## config.mk

```make
export PLATFORM = sky130hd
export DESIGN_NAME = ram_port_arbiter_flat
export DESIGN_NICKNAME = d
export VERILOG_FILES = /design/src/rtl/ram_port_arbiter_if.sv /design/src/rtl/ram_port_arbiter.sv /design/src/flat_wrapper.sv
export SDC_FILE = /design/constraint.sdc
export NUM_CORES = 1
export LEC_CHECK = 0
export CAP_MARGIN = 20
export CORE_AREA = 2 2 109 190
export CTS_CLUSTER_SIZE = 12
export DETAILED_ROUTE_END_ITERATION = 8
export DIE_AREA = 0 0 111 192
export PLACE_DENSITY = 0.76
export SLEW_MARGIN = 5
export SYNTH_ARGS = -nofsm -noshare
export SYNTH_HDL_FRONTEND = slang
export SYNTH_SLANG_ARGS = --single-unit
```

## constraint.sdc

```tcl
create_clock -name clk -period 2.4 [get_ports clk]
set_clock_uncertainty 0.1 [all_clocks]
set_input_delay 0.72 -clock clk [delete_from_list [all_inputs] [get_ports clk]]
set_output_delay 0.72 -clock clk [all_outputs]
set_load 0.03 [all_outputs]
```

## src/rtl/ram_port_arbiter_if.sv

```systemverilog
// Bus bundle between the RAM_B port arbiter and its requesters / RAM.
// slave = arbiter side, master = requesters plus the RAM itself.
interface ram_port_arbiter_if #(
  parameter int AW        = 10,
  parameter int DW        = 32,
  parameter int PS2_DEPTH = 4
);
  localparam int LW = $clog2(PS2_DEPTH) + 1;

  // Handshakes: cpu_req/disp_req are held until the matching *_gnt is seen in
  // the same cycle; a read returns on rdata with *_rvalid exactly one cycle
  // after its grant. ps2_valid/ps2_ready transfer a write when both are high.
  logic          cpu_req;
  logic          cpu_we;
  logic [AW-1:0] cpu_addr;
  logic [DW-1:0] cpu_wdata;
  logic          cpu_gnt;
  logic          cpu_rvalid;
  logic          disp_req;
  logic [AW-1:0] disp_addr;
  logic          disp_gnt;
  logic          disp_rvalid;
  logic [DW-1:0] rdata;
  logic          ps2_valid;
  logic [AW-1:0] ps2_addr;
  logic [DW-1:0] ps2_data;
  logic          ps2_ready;
  logic          ps2_ovf;
  logic          ovf_clr;
  logic [LW-1:0] fifo_level;
  logic [AW-1:0] ram_addr;
  logic          ram_we;
  logic [DW-1:0] ram_din;
  logic [DW-1:0] ram_dout;
  logic [15:0]   perf_cnt;

  modport slave (
    input  cpu_req, cpu_we, cpu_addr, cpu_wdata, disp_req, disp_addr,
           ps2_valid, ps2_addr, ps2_data, ovf_clr, ram_dout,
    output cpu_gnt, cpu_rvalid, disp_gnt, disp_rvalid, rdata, ps2_ready,
           ps2_ovf, fifo_level, ram_addr, ram_we, ram_din, perf_cnt
  );

  modport master (
    output cpu_req, cpu_we, cpu_addr, cpu_wdata, disp_req, disp_addr,
           ps2_valid, ps2_addr, ps2_data, ovf_clr, ram_dout,
    input  cpu_gnt, cpu_rvalid, disp_gnt, disp_rvalid, rdata, ps2_ready,
           ps2_ovf, fifo_level, ram_addr, ram_we, ram_din, perf_cnt
  );
endinterface

```

## src/rtl/ram_port_arbiter.sv

```systemverilog
// Single-port RAM_B arbiter: CPU > display > PS2 FIFO, with an aging override
// for the FIFO head. Optional display-denial counter under ARB_PERF_EN.
module ram_port_arbiter #(
  parameter int AW        = 10,
  parameter int DW        = 32,
  parameter int PS2_DEPTH = 4,
  parameter int MAX_WAIT  = 15
) (
  input logic               clk,
  input logic               RSTN,
  ram_port_arbiter_if.slave bus
);
  localparam int PW  = $clog2(PS2_DEPTH);
  localparam int LW  = PW + 1;
  localparam int AGW = $clog2(MAX_WAIT + 1);

  logic [AW-1:0]  fifo_addr [PS2_DEPTH];
  logic [DW-1:0]  fifo_data [PS2_DEPTH];
  logic [PW-1:0]  wr_ptr, rd_ptr;
  logic [LW-1:0]  level;
  logic [AGW-1:0] age;
  logic           ovf_q, cpu_rvalid_q, disp_rvalid_q;
  logic [AW-1:0]  addr_q;

  logic fifo_nempty, forced, push, pop, fifo_gnt, cpu_gnt, disp_gnt;

  assign fifo_nempty   = (level != '0);
  assign forced        = fifo_nempty && (age == AGW'(MAX_WAIT));
  assign bus.ps2_ready = (level != LW'(PS2_DEPTH));
  assign push          = bus.ps2_valid && bus.ps2_ready;
  assign pop           = fifo_gnt;

  // Grants are gated by RSTN so nothing reaches the RAM while in reset.
  always_comb begin
    cpu_gnt  = 1'b0;
    disp_gnt = 1'b0;
    fifo_gnt = 1'b0;
    if (RSTN) begin
      if (forced)            fifo_gnt = 1'b1;
      else if (bus.cpu_req)  cpu_gnt  = 1'b1;
      else if (bus.disp_req) disp_gnt = 1'b1;
      else if (fifo_nempty)  fifo_gnt = 1'b1;
    end
  end

  always_comb begin
    bus.ram_addr = addr_q;
    bus.ram_we   = 1'b0;
    bus.ram_din  = '0;
    if (cpu_gnt) begin
      bus.ram_addr = bus.cpu_addr;
      bus.ram_we   = bus.cpu_we;
      bus.ram_din  = bus.cpu_wdata;
    end else if (disp_gnt) begin
      bus.ram_addr = bus.disp_addr;
    end else if (fifo_gnt) begin
      bus.ram_addr = fifo_addr[rd_ptr];
      bus.ram_we   = 1'b1;
      bus.ram_din  = fifo_data[rd_ptr];
    end
  end

  assign bus.cpu_gnt     = cpu_gnt;
  assign bus.disp_gnt    = disp_gnt;
  assign bus.cpu_rvalid  = cpu_rvalid_q;
  assign bus.disp_rvalid = disp_rvalid_q;
  assign bus.rdata       = bus.ram_dout;
  assign bus.ps2_ovf     = ovf_q;
  assign bus.fifo_level  = level;

  always_ff @(posedge clk) begin
    if (push) begin
      fifo_addr[wr_ptr] <= bus.ps2_addr;
      fifo_data[wr_ptr] <= bus.ps2_data;
    end
  end

  always_ff @(posedge clk or negedge RSTN) begin
    if (!RSTN) begin
      wr_ptr        <= '0;
      rd_ptr        <= '0;
      level         <= '0;
      age           <= '0;
      ovf_q         <= 1'b0;
      cpu_rvalid_q  <= 1'b0;
      disp_rvalid_q <= 1'b0;
      addr_q        <= '0;
    end else begin
      if (push) wr_ptr <= wr_ptr + 1'b1;
      if (pop)  rd_ptr <= rd_ptr + 1'b1;
      if (push && !pop)      level <= level + 1'b1;
      else if (pop && !push) level <= level - 1'b1;

      if (!fifo_nempty || pop)        age <= '0;
      else if (age != AGW'(MAX_WAIT)) age <= age + 1'b1;

      // A new overflow beats a clear in the same cycle.
      if (bus.ps2_valid && !bus.ps2_ready) ovf_q <= 1'b1;
      else if (bus.ovf_clr)                ovf_q <= 1'b0;

      cpu_rvalid_q  <= cpu_gnt && !bus.cpu_we;
      disp_rvalid_q <= disp_gnt;
      addr_q        <= bus.ram_addr;
    end
  end

`ifdef ARB_PERF_EN
  logic [15:0] perf_q;

  always_ff @(posedge clk or negedge RSTN) begin
    if (!RSTN)                                            perf_q <= '0;
    else if (bus.ovf_clr)                                 perf_q <= '0;
    else if (bus.disp_req && !disp_gnt && perf_q != 16'hFFFF) perf_q <= perf_q + 16'd1;
  end

  assign bus.perf_cnt = perf_q;
`else
  assign bus.perf_cnt = '0;
`endif
endmodule

```

## src/flat_wrapper.sv

```systemverilog
// flat-port wrapper written by rule: the top's interface ports become plain ports
module ram_port_arbiter_flat 
#(
  parameter int AW        = 10,
  parameter int DW        = 32,
  parameter int PS2_DEPTH = 4,
  parameter int MAX_WAIT  = 15
)
  (clk, RSTN, bus_cpu_req, bus_cpu_we, bus_cpu_addr, bus_cpu_wdata, bus_disp_req, bus_disp_addr, bus_ps2_valid, bus_ps2_addr, bus_ps2_data, bus_ovf_clr, bus_ram_dout, bus_cpu_gnt, bus_cpu_rvalid, bus_disp_gnt, bus_disp_rvalid, bus_rdata, bus_ps2_ready, bus_ps2_ovf, bus_fifo_level, bus_ram_addr, bus_ram_we, bus_ram_din, bus_perf_cnt);
  ram_port_arbiter_if #(.AW(AW), .DW(DW), .PS2_DEPTH(PS2_DEPTH)) bus_i ();
  input logic clk;
  input logic RSTN;
  input wire logic [$bits(bus_i.cpu_req)-1:0] bus_cpu_req;
  input wire logic [$bits(bus_i.cpu_we)-1:0] bus_cpu_we;
  input wire logic [$bits(bus_i.cpu_addr)-1:0] bus_cpu_addr;
  input wire logic [$bits(bus_i.cpu_wdata)-1:0] bus_cpu_wdata;
  input wire logic [$bits(bus_i.disp_req)-1:0] bus_disp_req;
  input wire logic [$bits(bus_i.disp_addr)-1:0] bus_disp_addr;
  input wire logic [$bits(bus_i.ps2_valid)-1:0] bus_ps2_valid;
  input wire logic [$bits(bus_i.ps2_addr)-1:0] bus_ps2_addr;
  input wire logic [$bits(bus_i.ps2_data)-1:0] bus_ps2_data;
  input wire logic [$bits(bus_i.ovf_clr)-1:0] bus_ovf_clr;
  input wire logic [$bits(bus_i.ram_dout)-1:0] bus_ram_dout;
  output wire logic [$bits(bus_i.cpu_gnt)-1:0] bus_cpu_gnt;
  output wire logic [$bits(bus_i.cpu_rvalid)-1:0] bus_cpu_rvalid;
  output wire logic [$bits(bus_i.disp_gnt)-1:0] bus_disp_gnt;
  output wire logic [$bits(bus_i.disp_rvalid)-1:0] bus_disp_rvalid;
  output wire logic [$bits(bus_i.rdata)-1:0] bus_rdata;
  output wire logic [$bits(bus_i.ps2_ready)-1:0] bus_ps2_ready;
  output wire logic [$bits(bus_i.ps2_ovf)-1:0] bus_ps2_ovf;
  output wire logic [$bits(bus_i.fifo_level)-1:0] bus_fifo_level;
  output wire logic [$bits(bus_i.ram_addr)-1:0] bus_ram_addr;
  output wire logic [$bits(bus_i.ram_we)-1:0] bus_ram_we;
  output wire logic [$bits(bus_i.ram_din)-1:0] bus_ram_din;
  output wire logic [$bits(bus_i.perf_cnt)-1:0] bus_perf_cnt;
  assign bus_i.cpu_req = bus_cpu_req;
  assign bus_i.cpu_we = bus_cpu_we;
  assign bus_i.cpu_addr = bus_cpu_addr;
  assign bus_i.cpu_wdata = bus_cpu_wdata;
  assign bus_i.disp_req = bus_disp_req;
  assign bus_i.disp_addr = bus_disp_addr;
  assign bus_i.ps2_valid = bus_ps2_valid;
  assign bus_i.ps2_addr = bus_ps2_addr;
  assign bus_i.ps2_data = bus_ps2_data;
  assign bus_i.ovf_clr = bus_ovf_clr;
  assign bus_i.ram_dout = bus_ram_dout;
  assign bus_cpu_gnt = bus_i.cpu_gnt;
  assign bus_cpu_rvalid = bus_i.cpu_rvalid;
  assign bus_disp_gnt = bus_i.disp_gnt;
  assign bus_disp_rvalid = bus_i.disp_rvalid;
  assign bus_rdata = bus_i.rdata;
  assign bus_ps2_ready = bus_i.ps2_ready;
  assign bus_ps2_ovf = bus_i.ps2_ovf;
  assign bus_fifo_level = bus_i.fifo_level;
  assign bus_ram_addr = bus_i.ram_addr;
  assign bus_ram_we = bus_i.ram_we;
  assign bus_ram_din = bus_i.ram_din;
  assign bus_perf_cnt = bus_i.perf_cnt;
  ram_port_arbiter #(.AW(AW), .DW(DW), .PS2_DEPTH(PS2_DEPTH), .MAX_WAIT(MAX_WAIT)) u_core (.clk(clk), .RSTN(RSTN), .bus(bus_i));
endmodule
```

==> flow_summary_export.csv <==
group,metric,value,unit
cts,clk_latency,0.43,ns
setup_path,crit_path_max_fanout,4,
status,status,"finished with violations",
cts,hold_buffers,0,
sta,fmax,0.3384,GHz
yosys,syn_inst,498,
placement,portBuffers,152,
setup_path,crit_required,1.58,ns
power,ir_drop,0.7488,mV
power,power_density,1007,nW/um2
sta,setup_violations,45,
yosys,yosysTopAreaCell,"edfxtp_1",
power,pwr-share-clk,0.202,
placement,hpwl,14420,um
worst_hold_path,hp-class,"in2async",
global_routing,antenna_found_initial,1,
sta,setup_ws,-0.5555,ns
cts,clockBufferDepth,2,
sta,finalMaxSlewViolations,0,
routing,antenna_left,0,
cells_and_area,drive_above_1_share,0.4158,
cts,clk_pin_slew_worst_paths,0.07,ns
yosys,avgSynthCellArea,17.18,um2
yosys,yosysMostFrequentCell,"edfxtp_1",
setup_path,cp.arrival,2.14,ns
cts,clock_sinks,192,
die,core_area,19650,um2
cts,root_buffer,"clkbuf_16",
power,p_switching,3882,uW
routing,met3_length,794,um
routing,routed.top_layer,"met4",
routing,wl_per_cell,22.33,um
routing,routed_via_density,5.639,
yosys,synth_ff_type,"edfxtp_1",
sta,fin_crit,2.955,ns
yosys,synthSimpleGateAreaFrac,0.02443,
routing,drc,0,
sta,fin_tns_setup,-22.59,ns
power,p_int,8301,uW
sta,hold_violations,0,
yosys,async_flop_share,0.1250,
yosys,synth_fa_ha_area_frac,0.01112,
cells_and_area,nFillCells,1376,
global_routing,grt_pass1_wl,31970,um
placement,gp_congestion,0.8236,
routing,vias,5306,
die,die_y,192,um
power,seqPwrFrac,0.393,
die,ioPinCount,233,
cells_and_area,nNetsFinal,823,
die,fp-row-count,68,
global_routing,grt_usage,0.1994,
routing,dr_wl_met2,11860,um
power,leakagePower,0.004305,uW
sta,rsz0062_at_grt,"yes",
sta,tightest_slew,0.5145,ns
routing,initialDrtViolationCount,229,
routing,wl,21020,um
sta,relSlewSlack,0.6561,
yosys,synth_edf_count,168,
die,die_w,111,um
cts,cts_tree,"yes",
cts,htreeDepth,4,
power,switching_share,0.3186,
yosys,yosysSeqAreaShare,0.6599,
yosys,ys_types,41,
routing,m1WireLength,7114,um
status,violations,"setup timing",
yosys,yosysTopAreaCellShare,0.5897,
yosys,synth_xor_area_frac,0.006143,
global_routing,grt_pass1_vias,5935,
power,pwr-share-comb,0.405,
yosys,synth_compound_area_frac,0.1110,
setup_path,crit_type,"reg2out",
cells_and_area,area_delta_synth_final,41.36,%
yosys,yosys-top-cells-area,"edfxtp_1 (59%), mux4_2 (11%), dfrtp_1 (7.0%)",
flow_run,drv_cap,0,
sta,period_share,1.231,
yosys,yosys-top-cells-count,"edfxtp_1 (168), buf_4 (50), mux4_2 (42)",
setup_path,worstSetupEndpointType,"output port",
global_routing,grt_max_degree,22,
die,die_area,21310,um2
global_routing,grt.overflow.total,0,
routing,dr.pass1.iters,4,
yosys,synth_top_family_by_area,"multiplexers",
cells_and_area,multi_input_area,2858,um2
sta,whs,0.2181,ns
yosys,synth_mux_area_frac,0.1132,
die,start_util,0.4353,
setup_path,start_kind,"register",
cells_and_area,regArea,5654,um2
yosys,ys_ff_latch,192,
cts,numCtsBuffers,17,
yosys,yosysWarnings,0,
yosys,syn_area,8554,um2
==> layout make-up <==
class                      count  share of cell area
tap                          245             0.02535
sequential                   192              0.4676
clock buffer                  21             0.03642
multi-input combinational    225              0.2363
clock inverter                10            0.005484
antenna                        1           0.0002069
inverter                       8            0.002794
timing repair buffer         239              0.2259
==> critical path, cell delays in order (launching register included) <==
cell,delay [ns]
dfrtp_1,0.42
ha_4,0.19
and3_4,0.19
o21a_4,0.25
buf_12,0.15
clkbuf_16,0.15
a22o_4,0.22
buf_6,0.13
==> through the flow <==
stage          cell area, um2    util  power (uW)  worst slack [ns]  instances
2_1_floorplan            9047       -        7719          -0.04355        513
3_3_place_gp            10880  0.5537        9184           -0.7030        883
3_5_place_dp            10880  0.5537        9369           -0.7811        883
4_1_cts                 11940  0.6077       12190           -0.5971        936
5_1_grt                 12090  0.6153       12720           -0.6211        941
6_report                12090  0.6153       12180           -0.5555        941
==> per-layer routing <==
layer | up-vias | track usage
met5 | - | 0
met4 | 0 | 0.1466
met3 | 87 | 0.03881
met2 | 164 | 0.3683
met1 | 2701 | 0.1965
li1 | 2354 | -
==> placed cells by master (no fill, tap or decap), drive strengths merged, types with 2 or more instances in the layout <==
master and n:
dlygate4sd2 4, o31a 2, nor2 6, a32oi 10, buf 132, o21a 13
clkbuf 22, clkinvlp 3, a22o 32, and2 4, a221oi 10, dfrtp 24
clkinv 7, o22ai 10, mux2 2, conb 16, nand3 3, a21o 12
nor3 4, ha 6, nor4b 10, xnor2 4, nand2 2, o21ai 2
edfxtp 168, o211ai 21, a2111oi 2, inv 8, clkdlybuf4s50 100, mux4 42
xor2 2
==> sequential cells by signal, summed over array words and instances, names as in the netlist <==
| name | count |
|---|---|
| u_core.age | 4 |
| u_core.addr_q | 10 |
| u_core.bus.disp_rvalid | 1 |
| u_core.fifo_addr | 40 |
| u_core.wr_ptr | 2 |
| u_core.bus.cpu_rvalid | 1 |
| u_core.fifo_data | 128 |
| u_core.rd_ptr | 2 |
| u_core.bus.ps2_ovf | 1 |
| u_core.bus.fifo_level | 3 |
==> timing repair <==
action                     4_1_cts  5_1_grt
gates resized for setup         73       14
pin swaps                       17       12
setup endpoints to repair       50       47
buffers inserted                18        3
cloned                           5        1
==> power groups by stage <==
| stage | combinational, uW | sequential [uW] | clock, uW |
|---|---|---|---|
| CTS | 4890 | 4780 | 2520 |
| finish | 4940 | 4780 | 2460 |
| floorplan | 2950 | 4770 | 0 |
| global route | 5230 | 4840 | 2650 |
| detailed placement | 4520 | 4840 | 0 |
| global placement | 4400 | 4780 | 0 |
==> final timing paths <==
| check | startpoint | to | slack (ns) | cells past startpoint |
|---|---|---|---|---|
| max | u_core.age[0] | bus_ram_din[16] | -0.56 | 7 |
| min | RSTN | u_core.bus.ps2_ovf | 0.22 | 2 |
| max reg2reg | u_core.age[0] | u_core.bus.fifo_level[2] | 0.12 | 10 |
| min reg2reg | u_core.bus.ps2_ovf | u_core.bus.ps2_ovf | 0.44 | 2 |
| max in group asynchronous | RSTN | u_core.rd_ptr[1] | 1.62 | 3 |
| min in group clk | u_core.bus.ps2_ovf | u_core.bus.ps2_ovf | 0.44 | 2 |
==> kinds of logic after synthesis <==
group,Yosys count
AND/OR/NAND/NOR,33
other,1
adder cells (fa/ha/maj),7
AO/OA/AOI/OAI,119
flip-flops,192
buffers and inverters,96
multiplexers,44
XOR/XNOR,6
Note: power is estimated with default switching activity, not from simulation.
